[src/rtl/rns_ex_sequencer.sv]
// rns_ex_sequencer: time-shares one 8-bit modular adder across NUM_DOMAINS RNS residue channels, one domain per cycle.
// Optional macro RNS_RANGE_CHECK_EN adds per-domain operand range flags captured at accept.
module rns_ex_sequencer #(
  parameter int NUM_DOMAINS = 3,
  parameter logic [NUM_DOMAINS*8-1:0] MODULI = {8'd251, 8'd253, 8'd255}
) (
  input  logic                     clk_i,
  input  logic                     reset_i,
  input  logic                     req_valid_i,
  output logic                     req_ready_o,
  input  logic [1:0]               op_sel_i,
  input  logic [NUM_DOMAINS*8-1:0] op1_i,
  input  logic [NUM_DOMAINS*8-1:0] op2_i,
  input  logic [2:0]               res_addr_i,
  input  logic                     flush_i,
  output logic                     stall_o,
  output logic                     rsp_valid_o,
  input  logic                     rsp_ready_i,
  output logic [NUM_DOMAINS*8-1:0] result_o,
  output logic [2:0]               rsp_addr_o,
  output logic [NUM_DOMAINS-1:0]   range_err_o
);
  localparam int IW = NUM_DOMAINS > 1 ? $clog2(NUM_DOMAINS) : 1;
  localparam logic [IW-1:0] LAST = IW'(NUM_DOMAINS - 1);
  typedef enum logic [1:0] {IDLE, RUN, DONE} state_t;
  state_t state_q, state_d;
  logic [IW-1:0] idx_q, idx_d;
  logic [NUM_DOMAINS*8-1:0] op1_q, op1_d, op2_q, op2_d, res_q, res_d;
  logic [1:0] op_q, op_d;
  logic [2:0] addr_q, addr_d;
  logic [7:0] a, b, m, r;
  logic [8:0] s;
  logic accept;
  assign accept = state_q == IDLE && req_valid_i && !flush_i;
  assign req_ready_o = state_q == IDLE && !flush_i;
  assign stall_o = state_q != IDLE;
  assign rsp_valid_o = state_q == DONE;
  assign result_o = res_q;
  assign rsp_addr_o = addr_q;
  always_comb begin
    a = '0;
    b = '0;
    m = '0;
    for (int k = 0; k < NUM_DOMAINS; k++)
      if (k == int'(idx_q)) begin
        a = op1_q[(NUM_DOMAINS-1-k)*8 +: 8];
        b = op2_q[(NUM_DOMAINS-1-k)*8 +: 8];
        m = MODULI[(NUM_DOMAINS-1-k)*8 +: 8];
      end
    s = op_q == 2'b00 ? {1'b0, a} + {1'b0, b} :
        op_q == 2'b01 ? {1'b0, a} + (b == 8'd0 ? 9'd0 : {1'b0, m} - {1'b0, b}) :
        op_q == 2'b10 ? {a, 1'b0} : {1'b0, a};
    r = s >= {1'b0, m} ? 8'(s - {1'b0, m}) : s[7:0];
  end
  always_comb begin
    state_d = state_q;
    idx_d = idx_q;
    op1_d = op1_q;
    op2_d = op2_q;
    op_d = op_q;
    addr_d = addr_q;
    res_d = res_q;
    case (state_q)
      IDLE: if (accept) begin
        state_d = RUN;
        idx_d = '0;
        op1_d = op1_i;
        op2_d = op2_i;
        op_d = op_sel_i;
        addr_d = res_addr_i;
        res_d = '0;
      end
      RUN: if (flush_i) begin
        state_d = IDLE;
        idx_d = '0;
      end else begin
        for (int k = 0; k < NUM_DOMAINS; k++)
          if (k == int'(idx_q)) res_d[(NUM_DOMAINS-1-k)*8 +: 8] = r;
        state_d = idx_q == LAST ? DONE : RUN;
        idx_d = idx_q == LAST ? '0 : idx_q + 1'b1;
      end
      DONE: state_d = flush_i || rsp_ready_i ? IDLE : DONE;
      default: state_d = IDLE;
    endcase
  end
  always_ff @(posedge clk_i) begin
    if (reset_i) begin
      state_q <= IDLE;
      idx_q <= '0;
      op1_q <= '0;
      op2_q <= '0;
      op_q <= '0;
      addr_q <= '0;
      res_q <= '0;
    end else begin
      state_q <= state_d;
      idx_q <= idx_d;
      op1_q <= op1_d;
      op2_q <= op2_d;
      op_q <= op_d;
      addr_q <= addr_d;
      res_q <= res_d;
    end
  end
`ifdef RNS_RANGE_CHECK_EN
  logic [NUM_DOMAINS-1:0] rerr_q, rerr_d;
  // Flag bits follow the operand packing: domain 0 lands in the MSB.
  always_comb begin
    rerr_d = rerr_q;
    if (accept)
      for (int k = 0; k < NUM_DOMAINS; k++)
        rerr_d[NUM_DOMAINS-1-k] = (op1_i[(NUM_DOMAINS-1-k)*8 +: 8] >= MODULI[(NUM_DOMAINS-1-k)*8 +: 8]) |
          (op2_i[(NUM_DOMAINS-1-k)*8 +: 8] >= MODULI[(NUM_DOMAINS-1-k)*8 +: 8] && op_sel_i != 2'b11);
    else if (state_q != IDLE && flush_i)
      rerr_d = '0;
  end
  always_ff @(posedge clk_i) rerr_q <= reset_i ? '0 : rerr_d;
  assign range_err_o = rerr_q;
`else
  assign range_err_o = '0;
`endif
endmodule

[config.mk]
export PLATFORM = sky130hd
export DESIGN_NAME = rns_ex_sequencer
export DESIGN_NICKNAME = d
export VERILOG_FILES = /design/src/rtl/rns_ex_sequencer.sv
export SDC_FILE = /design/constraint.sdc
export NUM_CORES = 1
export LEC_CHECK = 0
export ABC_AREA = 1
export BUFFER_PORTS_ARGS = -buffer_cell sky130_fd_sc_hd__buf_4
export CAP_MARGIN = 20
export CORE_AREA = 2 2 87 110
export CTS_BUF_LIST = sky130_fd_sc_hd__clkbuf_16
export DETAILED_ROUTE_END_ITERATION = 12
export DIE_AREA = 0 0 89 112
export PLACE_DENSITY = 0.84
export SLEW_MARGIN = 25
export SYNTH_ARGS = -nofsm -noshare
export SYNTH_HDL_FRONTEND = slang
export SYNTH_SLANG_ARGS = --single-unit
[constraint.sdc]
create_clock -name clk_i -period 13.9 [get_ports clk_i]
set_input_delay 4.17 -clock clk_i [delete_from_list [all_inputs] [get_ports clk_i]]
set_output_delay 4.17 -clock clk_i [all_outputs]
set_load 0.01 [all_outputs]
Word-level counts from Yosys, hierarchy flattened:

Index checks and enable logic that the tools add are counted.

* register bits: 81
* word-level logic and storage cells: 72

* eq/ne operators: 12
* mux-type cells: 29
* $add $sub $neg: 5
* reduce and logical (&&, ||, !) cells: 16
* order comparisons: 1

Operator list (count)
* 2-to-1 mux 8 bit: 13
* 2-to-1 mux 24 bit: 2
* case mux 24 bit (2 select lines): 1
* 2-to-1 mux 9 bit: 4
* 2-to-1 mux 2 bit: 7
* AND reduction 4 bit: 3
* inequality test 2 bit, second input constant: 5
* adder 8 x 8 -> 9 bit: 1
* adder 8 x 9 -> 9 bit: 1
* >= comparator 9 x 8 -> 1 bit: 1
* subtractor 8 x 8 -> 9 bit: 1
* logical NOT 8 bit: 1
* subtractor 8 bit: 1
* equality test 2 bit, second input constant: 3
* logical NOT 2 bit: 3
* case mux 2 bit (3 select lines): 1
* equality test 2 x 1 -> 1 bit, second input constant: 2
* equality test 2 bit, first input constant: 2
* case mux 2 bit (2 select lines): 1
* AND reduction 2 bit: 2
* nonzero test 2 bit: 2
* logical AND 1 bit: 3
* adder 2 x 1 -> 2 bit, second input constant: 1
* logical NOT 1 bit: 1
* logical OR 1 bit: 1

Longest topological paths before layout:

Gate-level depths: netlist of run 1.

* depth after elaboration: 14
* depth in mapped cells: 39
* depth with buffers taken out: 38

Worst setup path after synthesis of run 1:

OpenSTA, ideal clock, no wires.

* path type: input to output
* start point: input flush_i
* end point: output req_ready_o
* stages: 2
* buffers on the path: 1
* slack: 5.093 ns
* arrival: 4.637 ns
* path through: nor2_2 -> buf_1

* longest elaborated chain between the ends: 2

Ends and longest elaborated chain
* start: declaration: RTL line 15 `input logic flush_i,`
* logical NOT 1 bit: RTL line 35 `assign req_ready_o = state_q == IDLE && !flush_i;`
* logical AND 1 bit: RTL line 35
* end: declaration: RTL line 10 `output logic req_ready_o,`

No other way between the ends.

Worst setup path in the final report of run 1:

Ends and elaborated chain as after synthesis.

==> summary.txt, run 1 <==
Cells and area
  • Register Area: between 1500 and 2000 µm²
  • # diodes: 0
  • Multi-input gate area: between 3000 and 4000 µm²
  • Fillers: 811
  • Syn-to-layout area delta: 17.14%
  • Fraction of layout cells with a size suffix above 1: ~16%
  • Nets: 942
  • Commonest non-fill, non-tap cell in the layout: nand2_1
  • Most frequent cells in the layout: 186 x nand2_1, 123 x a21oi_1, 91 x buf_4, 81 x dfxtp_1, 80 x inv_1

GRT
  • Largest net degree at the start of global routing: 45
  • All-Layer GR Usage: 29.04%
  • Vias in the first global route: 5101
  • Congestion Overflow GR: 0
  • First-pass GRT wire length: 23080 µm
  • Initial antenna violation count: 0

STA
  • Worst slew pin tran: around 0.91 ns
  • Final period util: 62.64%
  • Setup TNS: 0 ns
  • Final hold vios: 0
  • FMAX: roughly 110 MHz
  • Final setup vio count: 0
  • Slew Limit Fails: 0
  • Setup ws final: 5.194 ns
  • Min Tclk post-route: between 8 and 9 ns
  • RSZ-0062 raised after global routing: false
  • Clock skew: 0.006190 ns
  • Rel. slew slack: about two fifths

Logic synthesis
  • Number of flops mapped to enable cells by yosys: 0
  • Syn avg cell area: 6.811 µm²
  • Yosys warns: 0
  • Cells after synthesis: 776
  • Yosys cell types: 45
  • FF+latch count, synth: 81
  • Main synth FF type: dfxtp_1
  • Async S/R FF share, synth: 0%
  • Mapped Area: 5285 µm²
  • Post-synthesis sequential area ratio: 30.68%

Clock tree
  • CTS tree: done
  • CTS resizes: 0
  • Worst skew pair latency: roughly 0.33 ns
  • TritonCTS Buffers: 9
  • Root Driver: clkbuf_16
  • Setup Fix Bufs, Post-CTS: 0
  • CTS Hold Bufs: 0
  • Clk sink count: 81
  • H-Tree Depth: 3
  • Clk slew on worst S/H paths: roughly 0.050 ns
  • CTS Buffer Depth: 2

Route
  • DRC errors left: 0
  • Number of routed nets with antenna violations: 0
  • Vias: around 5500
  • Final wirelength: 13930 µm
  • First-pass detailed-route iteration total: 5
  • Iter 0 DRT Violations: 347
  • Drt wl/cell: 14.36 µm
  • Vias/cell: 5.624

Worst setup path
  • Reg2Reg Depth: 38
  • CP endpoint kind: output pin
  • Crit Path Class: in -> out
  • Startpoint Class: input pin
  • CP Data Required Time: 9.73 ns
  • CP arrival: 4.54 ns
  • Maximum fanout along the worst path: 5

Placed design
  • GP Congestion: 0.9410
  • Buffers on Ports: 87
  • Place WS: approximately 5.2 ns
  • HPWL Detailed: 10580 µm

Worst hold path
  • HP Class: reg -> reg
  • Worst Hold Depth: 2

Flow run
  • Max-cap violations: 0

Power
  • PwrDens: 104.5 nW/µm²
  • Leakage: ~3.0 nW
  • Peak VDD IR: 0.00008968 V

Die
  • Starting Density: 58.86%
  • Die ar.: between 9000 and 10000 µm²
  • Ports: 91
  • Rows: 39
  • Die Ht: between 100 and 150 µm
  • Core Area: 8979 µm²
  • Die width: 89 µm

Outcome
  • Outcome: complete, no violations
==> layout make-up <==
type                            count  area share [%]
Clock inverter                      6          0.8488
Multi-Input combinational cell    580           50.95
Clock buffer                        9           3.638
Timing Repair Buffer               91           11.03
Sequential cell                    81           26.19
Tap cell                          123           2.486
Inverter                           80           4.850
==> metal layers <==
layer  up-vias  part of all wire [%]  track usage (%)  routed length, µm
met5         -                     0                0                  0
met4         0                   2.9            11.84                399
met3        34                   4.6            4.448                639
met2       175                    50            48.16               6948
met1      2546                    43            37.17               5938
li1       2700                     -                -                  -
==> synthesized netlist by cell type, drive strengths merged (2+ instances only) <==
master	n	area, µm²
a21oi	125	633.1
and2	2	12.51
buf	10	90.08
clkbuf	24	91.33
dfxtp	81	1622
dlymetal6s2s	3	37.54
fa	4	80.08
ha	37	462.9
inv	79	296.5
nand2	199	795.8
nand3	85	483.0
nand4	6	37.54
nor2	35	165.2
nor3	4	20.02
o211ai	2	15.01
o21ai	62	310.3
xnor2	5	43.79
==> through the flow <==
stage	cells	area, µm²	util (%)	power, W	hold WS [ns]
floorplan	778	5293	-	0.0003770	0.4245
global placement	955	5913	65.86	0.0004209	0.4418
detailed placement	955	5913	65.86	0.0004272	0.4425
CTS	970	6191	68.95	0.0006471	0.4484
global route	970	6191	68.95	0.0006825	0.4636
finish	970	6191	68.95	0.0006468	0.4482
==> flip-flops by register name (all words and copies together), names as in the netlist <==
| register | flops |
|---|---|
| op2_q | 24 |
| op1_q | 24 |
| rsp_addr_o | 3 |
| idx_q | 2 |
| op_q | 2 |
| state_q | 2 |
| result_o | 24 |
==> cell families (layout without fill, tap and decap cells) <==
kind of cell	count (synthesis)	count (layout)	synth area share [%]
buffers and inverters	117	186	9.824
AND/OR/NAND/NOR	334	334	29.02
adder cells (fa/ha/maj)	41	41	10.27
AO/OA/AOI/OAI	196	196	19.13
other	1	3	0.07095
XOR/XNOR	6	6	0.9943
flip-flops	81	81	30.68
==> power by group <==
group | internal (W) | switching [W]
clock | 0.000136 | 0.0000853
combinational | 0.0000657 | 0.000106
sequential | 0.000247 | 0.00000761
==> critical path: stages <==
cell and delay [ns]:
buf_4 0.13, nor2_2 0.11, buf_4 0.13
==> worst paths after layout <==
kind	from	endpoint	slack, ns
hold / removal	op1_q[16]	op1_q[16]	0.45
setup / recovery	flush_i	req_ready_o	5.19
setup reg to reg	idx_q[1]	result_o[23]	7.95
hold reg to reg	op1_q[16]	op1_q[16]	0.45
(Power assumes the default switching activity.)
==> run 2: changes to the inputs <==
--- a/config.mk
+++ b/config.mk
@@ -8,11 +8,11 @@
 export ABC_AREA = 1
 export BUFFER_PORTS_ARGS = -buffer_cell sky130_fd_sc_hd__buf_4
 export CAP_MARGIN = 20
-export CORE_AREA = 2 2 87 110
+export CORE_AREA = 2 2 90 113
 export CTS_BUF_LIST = sky130_fd_sc_hd__clkbuf_16
 export DETAILED_ROUTE_END_ITERATION = 12
-export DIE_AREA = 0 0 89 112
-export PLACE_DENSITY = 0.84
+export DIE_AREA = 0 0 92 115
+export PLACE_DENSITY = 0.79
 export SLEW_MARGIN = 25
 export SYNTH_ARGS = -nofsm -noshare
 export SYNTH_HDL_FRONTEND = slang
==> constraint.sdc (replaced) <==
create_clock -name clk_i -period 9.1 [get_ports clk_i]
set_input_delay 2.73 -clock clk_i [delete_from_list [all_inputs] [get_ports clk_i]]
set_output_delay 2.73 -clock clk_i [all_outputs]
set_load 0.01 [all_outputs]
==> summary.txt, run 2 (same netlist as run 1, synthesis figures left out) <==
Clock tree
  • Worst skew pair latency: around 0.33 ns
  • Root Driver: clkbuf_16
  • CTS Hold Bufs: 0
  • CTS Buffer Depth: 2
  • CTS tree: done
  • H-Tree Depth: 3
  • TritonCTS Buffers: 9
  • Setup Fix Bufs, Post-CTS: 0
  • CTS resizes: 0
  • Clk slew on worst S/H paths: 0.06 ns
  • Clk sink count: 81

Cells and area
  • Multi-input gate area: around 3200 µm²
  • Fraction of layout cells with a size suffix above 1: ~16%
  • # diodes: 0
  • Syn-to-layout area delta: 17.21%
  • Most frequent cells in the layout: 186 x nand2_1, 123 x a21oi_1, 91 x buf_4, 81 x dfxtp_1, 79 x inv_1
  • Fillers: 857
  • Nets: 942
  • Cell area after layout: 6195 µm²
  • Register Area: 1622 µm²
  • Commonest non-fill, non-tap cell in the layout: nand2_1

GRT
  • Met1 usage: 37.14%
  • First-pass GRT wire length: 23740 µm
  • All-Layer GR Usage: between 20% and 30%
  • Grt met2 use: 46.03%
  • Vias in the first global route: approximately 5100
  • Met3 Use GR: 4.063%
  • GRT Max-Usage Layer: met2
  • Congestion Overflow GR: 0
  • Largest net degree at the start of global routing: 63
  • Initial antenna violation count: 0

Route
  • Vias: 5385
  • Vias/cell: 5.534
  • Drt wl/cell: roughly 15 µm
  • DRC errors left: 0
  • Iter 0 DRT Violations: ~400
  • First-pass detailed-route iteration total: 5
  • Final wirelength: about 14000 µm
  • Number of routed nets with antenna violations: 0

Power
  • Int Power: 0.0006830 W
  • Leakage: 2.962 nW
  • Logic pwr share: about a quarter
  • Clock share of power: 34.3%
  • P_sw: 0.0003054 W
  • PwrDens: 159.6 nW/µm²
  • Register share of total power: about two fifths
  • Switching part of the total: 30.90%
  • Peak VDD IR: about 0.00013 V

Worst setup path
  • CP arrival: 6.10 ns
  • Startpoint Class: flop
  • Maximum fanout along the worst path: 18
  • CP Data Required Time: 9.35 ns
  • Crit-path slowest cell: ha_1
  • CP endpoint kind: flop
  • Crit path top cell by count: nand2_1
  • Largest stage delay on the critical path: 0.71 ns
  • Setup crit start: idx_q[1]
  • Crit Path Class: reg -> reg
  • RR Startpoint: idx_q[1]

Die
  • Starting Density: 55.58%
  • Ports: 91
  • Die width: slightly above 90 µm
  • Die ar.: 10580 µm²
  • Core Area: 9509 µm²
  • Die Ht: 115 µm
  • Rows: 40

STA
  • Final hold vios: 0
  • Min Tclk post-route: between 5 and 6 ns
  • Final setup vio count: 0
  • Clock skew: 0.005799 ns
  • RSZ-0062 raised after global routing: false
  • Rel. slew slack: 37.16%
  • FMAX: 171.2 MHz
  • Setup TNS: 0 ns
  • Worst slew pin tran: 0.9368 ns
  • Final period util: 64.19%
  • Slew Limit Fails: 0

Worst hold path
  • HP Class: reg -> reg
  • HP Start: op2_q[5]

Placed design
  • Placed Instance Area: 5917 µm²
  • GP Congestion: between 0.9 and 1
  • HPWL Detailed: 10440 µm
  • Buffers on Ports: 87

Outcome
  • Outcome: complete, no violations

Flow run
  • Max-cap violations: 0
-- run 2: cell types whose count changed in the layout (fill, tap and decap cells not counted) --
| cell | before | now |
|---|---|---|
| clkinvlp_4 | 0 | 1 |
| inv_1 | 80 | 79 |
| clkinv_1 | 1 | 4 |
| clkinv_2 | 3 | 0 |
-- run 2: routing by layer --
metal / vias to the layer above / part of all wire, %
met3: 23 / 5.4
li1: 2706 / -
met5: - / 0
met2: 193 / 48
met4: 0 / 2.3
met1: 2463 / 44
-- run 2: power groups by stage --
stage                     registers [W]  clock network, W  logic, W
after floorplan                0.000397                 0  0.000179
after global placement         0.000395                 0  0.000249
after detailed placement       0.000395                 0  0.000256
after CTS                      0.000388          0.000343  0.000258
after global routing           0.000390          0.000361  0.000294
final                          0.000388          0.000339  0.000261
-- run 2: worst paths after layout --
| check | cells past startpoint | endpoint | slack (ns) |
|---|---|---|---|
| worst max-delay path | 36 | result_o[11] | 3.26 |
| worst min-delay path | 2 | op2_q[5] | 0.46 |
| worst max register to register | 36 | result_o[11] | 3.26 |
| worst min register to register | 2 | op2_q[5] | 0.46 |
-- run 2: stage by stage --
step                instances  hold slack, ns  worst slack [ns]   power, W  utilization [%]
detailed placement        958          0.4473             3.263  0.0006514            62.22
floorplan                 778          0.4245             3.173  0.0005759                -
CTS                       973          0.4590             3.261  0.0009889            65.14
finish                    973          0.4575             3.259  0.0009884            65.14
global placement          958          0.4380             3.266  0.0006436            62.22
global route              973          0.4772             2.633   0.001045            65.14
-- run 2: cell type report --
| type | count | share of cell area, % |
|---|---|---|
| well taps | 126 | 2.545 |
| flip-flops and latches | 81 | 26.18 |
| multi-input cells | 580 | 50.92 |
| repair buffers | 91 | 11.03 |
| clock buffers | 9 | 3.636 |
| clock inverters | 6 | 0.8483 |
| inverters | 80 | 4.848 |
-- run 2: critical path: cells and delay by family, from the launching register on --
kind	cells	cell delay, ns
AOI/OAI and AO/OA	3	0.57
adders and majority gates	5	1.94
buffers and inverters	6	0.79
DFF	1	0.34
and+or+nand+nor	22	2.09
